<file path="config.mk">
export PLATFORM = sky130hd
export DESIGN_NAME = sync_fifo_flags
export DESIGN_NICKNAME = d
export VERILOG_FILES = /design/src/rtl/sync_fifo_flags.sv
export SDC_FILE = /design/constraint.sdc
export NUM_CORES = 1
export LEC_CHECK = 0
export ABC_AREA = 0
export BUFFER_PORTS_ARGS = -buffer_cell sky130_fd_sc_hd__buf_4
export CAP_MARGIN = 40
export CORE_MARGIN = 2
export CORE_UTILIZATION = 65
export CTS_CLUSTER_SIZE = 20
export DETAILED_ROUTE_END_ITERATION = 10
export MAX_ROUTING_LAYER = met4
export PLACE_DENSITY = 0.85
export REMOVE_ABC_BUFFERS = 1
export SLEW_MARGIN = 10
export SYNTH_ARGS = -nofsm -noshare
export SYNTH_HDL_FRONTEND = slang
export SYNTH_SLANG_ARGS = --single-unit
</file>
<file path="constraint.sdc">
create_clock -name clk -period 6.17 [get_ports clk]
set_clock_uncertainty 0.1 [all_clocks]
set_input_delay 0.9255 -clock clk [delete_from_list [all_inputs] [get_ports clk]]
set_output_delay 0.9255 -clock clk [all_outputs]
set_load 0.1 [all_outputs]
</file>
<file path="src/rtl/sync_fifo_flags.sv">
// Single-clock FIFO using all DEPTH entries, with occupancy count, programmable
// almost-full/almost-empty, overflow/underflow pulses and optional FWFT read mode.
module sync_fifo_flags #(
  parameter int DW       = 8,
  parameter int DEPTH    = 16,
  parameter int AF_LEVEL = 12,
  parameter int AE_LEVEL = 4,
  parameter int FWFT     = 0,
  parameter int AW       = $clog2(DEPTH)
) (
  input  logic          clk,
  input  logic          reset,
  input  logic          wr_en,
  input  logic [DW-1:0] wr_data,
  input  logic          rd_en,
  output logic [DW-1:0] rd_data,
  output logic          rd_valid,
  output logic          full,
  output logic          empty,
  output logic          almost_full,
  output logic          almost_empty,
  output logic [AW:0]   count,
  output logic          overflow,
  output logic          underflow
);

  localparam int unsigned CW = AW + 1;

  logic [DW-1:0] mem [DEPTH];
  logic [AW:0]   wr_ptr;
  logic [AW:0]   rd_ptr;
  logic [AW-1:0] wr_addr;
  logic [AW-1:0] rd_addr;
  logic          wr_accept;
  logic          rd_accept;

  assign wr_addr = wr_ptr[AW-1:0];
  assign rd_addr = rd_ptr[AW-1:0];

  // Extra pointer MSB distinguishes full from empty when addresses coincide.
  assign empty        = (wr_ptr == rd_ptr);
  assign full         = (wr_ptr[AW] != rd_ptr[AW]) && (wr_addr == rd_addr);
  assign count        = wr_ptr - rd_ptr;
  assign almost_full  = (count >= CW'(AF_LEVEL));
  assign almost_empty = (count <= CW'(AE_LEVEL));

  assign wr_accept = wr_en && !full;
  assign rd_accept = rd_en && !empty;

  // Pointers and error pulses; reset overrides any request in the same cycle.
  always_ff @(posedge clk) begin
    if (reset) begin
      wr_ptr    <= '0;
      rd_ptr    <= '0;
      overflow  <= 1'b0;
      underflow <= 1'b0;
    end else begin
      if (wr_accept) wr_ptr <= wr_ptr + CW'(1);
      if (rd_accept) rd_ptr <= rd_ptr + CW'(1);
      overflow  <= wr_en && full;
      underflow <= rd_en && empty;
    end
  end

  // Storage is not cleared on reset, but a write in a reset cycle is dropped.
  always_ff @(posedge clk) begin
    if (!reset && wr_accept) mem[wr_addr] <= wr_data;
  end

  if (FWFT != 0) begin : g_fwft
    assign rd_data  = mem[rd_addr];
    assign rd_valid = !empty;
  end else begin : g_reg
    logic [DW-1:0] rd_data_q;
    logic          rd_valid_q;

    // Registered read: data lands one cycle after an accepted pop, else holds.
    always_ff @(posedge clk) begin
      if (reset) begin
        rd_data_q  <= '0;
        rd_valid_q <= 1'b0;
      end else begin
        rd_valid_q <= rd_accept;
        if (rd_accept) rd_data_q <= mem[rd_addr];
      end
    end

    assign rd_data  = rd_data_q;
    assign rd_valid = rd_valid_q;
  end

endmodule

</file>
==> results.json <==
{
  "maxSlewHeadroom_pct": 43.4,
  "worstSetupEndpointType": "output port",
  "grt_pass1_vias": 3621,
  "portBuffers": 31,
  "finalHoldViolations": 0,
  "place.gp.congestion": 0.966,
  "dp.final_hpwl_mm": 8.20,
  "critical_path_required_ns": 5.14,
  "cts_setup_buffers": 0,
  "syn_to_final_growth_pct": 14.9,
  "first_pass_iters": 5,
  "crit_arrival_ns": 2.82,
  "cts_sinks": 149,
  "grt_pass1_wl_mm": 20.4,
  "min_path_cells": 2,
  "path_max_fanout": 31,
  "synth_top_area_cell": "edfxtp_1",
  "synth_edf_count": 128,
  "finalWorstSetupSlack_ns": 2.33,
  "max_stage_delay_ns": 0.40,
  "core-area_sq_um": 9150,
  "yosysTopAreaCellShare_pct": 63.4,
  "post-route-period-util_pct": 62.3,
  "rr_worst_depth": 7,
  "layout.area.seq_sq_um": 4270,
  "worstHoldEndpoint": "rd_data[4]",
  "syn-cell-area_sq_um": 6060,
  "synth_seq_area_share_pct": 70.4,
  "worst_pin_slew_ns": 0.844,
  "cts_buffer_depth": 2,
  "die_y_microns": 101,
  "grt_max_degree": 32,
  "overflow": 0,
  "worstReg2RegStart": "rd_ptr[2]",
  "ys.warnings.count": 0,
  "critPathTopFamily": "buffers and inverters",
  "avgSynthCellArea_sq_um": 15.6,
  "ir_worst_vdd_v": 0.000328,
  "drc": 0,
  "detail-route-antenna-nets": 0,
  "multiInputGateArea_sq_um": 1660,
  "clock_tree.root_cell": "clkbuf_8",
  "cp_common_cell": "buf_4",
  "pre_cts_ws_ns": 2.90,
  "grt_util_all_layers_pct": 29.3,
  "fin_cells": 551,
  "drt_iter0_drc": 361,
  "dieArea_sq_um": 10100,
  "status": "finished clean",
  "slew_viol_final": 0,
  "reg2reg_to": "mem[5][3]",
  "num_io_pins": 32,
  "path_depth": 7,
  "startpoint_type": "flop",
  "start_util_pct": 66.2,
  "p_total_uw": 2720,
  "hold_path_class": "flop to flop",
  "synthTopCellsByArea": "edfxtp_1 (63%), mux2i_1 (8.1%), dfxtp_1 (6.9%), mux4_2 (3.0%), nor2_1 (2.0%)",
  "cp_slowest_cell": "buf_4",
  "die_w_microns": 101,
  "nNetsFinal": 449,
  "p_per_area_nw_per_um2": 390,
  "synth_async_sr_flop_share_pct": 0,
  "critical_path_buf_inv_count": 3,
  "htreeDepth": 4,
  "num_vias": 3630,
  "reg2reg_slack_ns": 2.96,
  "cts_hold_buf": 0,
  "clock_latency_ns": 0.52,
  "fmax_ghz": 0.260,
  "netlist_instances": 389,
  "drt_wl_total_mm": 13.3,
  "antenna_cells": 0,
  "ys_types": 41,
  "tritoncts": "done",
  "finalSetupViolCount": 0,
  "drive_above_1_share_pct": 18.6,
  "drt-wirelength-per-cell_microns": 24.2,
  "min_period_ns": 3.84,
  "place_inst": 519,
  "fin_area_sq_um": 6960,
  "worstSetupPathType": "flop to output port",
  "crit_chain": "buf_4 -> inv_1 -> ha_1 -> o21ai_0 -> a21boi_0 -> o221a_2 -> buf_4",
  "min_from": "rd_data[4]",
  "ys_seq_elements": 149,
  "num_rows": 35,
  "synth_ff_type": "edfxtp_1",
  "viasPerCell": 6.59,
  "numCtsBuffers": 17,
  "place_area_sq_um": 6390,
  "setup_tns_ns": 0,
  "fill_cells": 518,
  "p_leak_uw": 0.00228,
  "path_clk_slew_ns": 0.06,
  "maxCapViolations": 0,
  "antenna_found_initial": 0,
  "cts_resized": 0,
  "rsz0062_at_grt": "no"
}
layout by cell type (no fill, tap or decap), types with 4 or more instances in the layout:
| cell | instances |
|---|---|
| mux4_2 | 8 |
| a21oi_1 | 5 |
| clkbuf_16 | 16 |
| o22ai_1 | 16 |
| nand2b_1 | 4 |
| edfxtp_1 | 128 |
| mux2i_1 | 49 |
| a211oi_1 | 8 |
| xor2_1 | 4 |
| o21ai_0 | 14 |
| buf_4 | 33 |
| clkinv_4 | 5 |
| nor3_1 | 14 |
| buf_2 | 4 |
| nor2_1 | 33 |
| nand2_1 | 7 |
| dfxtp_1 | 20 |
| inv_1 | 11 |
| a221oi_1 | 8 |
| ha_1 | 9 |
kinds of logic after synthesis:
kind of cell / after synthesis / synth area share (%)
buffers and inverters: 30 / 2.31
muxes: 57 / 11.1
DFF: 149 / 70.4
adders and majority gates: 10 / 2.19
and+or+nand+nor: 74 / 5.91
AOI/OAI and AO/OA: 60 / 6.61
xor gates and xnor gates: 9 / 1.55
Yosys cell counts, drive strengths merged (6+ instances only):
cell and n:
mux4 8, nand2 7, o22ai 16, ha 9, nor3 14, clkbuf 6, a211oi 8, dfxtp 21
o21ai 15, mux2i 49, buf 13, a221oi 8, inv 11, edfxtp 128, nor2 33
power by group:
part / switching (uW) / internal, uW / total [uW]
combinational: 448 / 147 / 594
sequential: 15.7 / 1120 / 1130
clock: 410 / 580 / 990
total: 873 / 1840 / 2720
area by class of cell:
cell class	instances	area share, %
flip-flops and latches	149	61.3
multi-input cells	210	23.8
clock buffers	18	6.00
repair buffers	38	4.13
clock inverters	14	2.21
well taps	111	2.00
inverters	11	0.593
through the flow:
step | hold WS [ns] | util, %
floorplan | 0.429 | -
global placement | 0.392 | 69.4
detailed placement | 0.400 | 69.8
CTS | 0.411 | 76.0
global route | 0.441 | 76.0
finish | 0.409 | 76.0
flip-flops by register name, summed over array words and instances (netlist names):
name       count
overflow       1
rd_valid       1
mem          128
rd_ptr         5
underflow      1
wr_ptr         5
rd_data        8
layer usage:
layer  track usage, %  vias up  routed length (microns)  share of wire (%)
met5                -        -                        0                  0
met4             11.3        0                      410                3.1
met1             38.2     1766                     5180                 39
met3             7.98       40                     1230                9.2
met2             44.6      247                     6500                 49
li1                 -     1577                        -                  -
worst reg2reg max path, stage by stage, from the launching register on:
cell and delay [ns]:
dfxtp_1 0.31, buf_4 0.40, inv_1 0.15, ha_1 0.38, and4_1 0.20, a21oi_1 0.40, nand2_1 0.22, nor2_1 0.68
worst max-delay path by stage:
stage,from,to,slack [ns]
after floorplan,rd_ptr[1],almost_full,0.70
after global placement,rd_ptr[1],almost_empty,2.62
after detailed placement,rd_ptr[1],almost_empty,2.90
after CTS,rd_ptr[1],almost_empty,2.33
after global routing,rd_ptr[2],almost_empty,2.13
final,rd_ptr[2],almost_empty,2.33
Note: power is estimated with default switching activity, not from simulation.
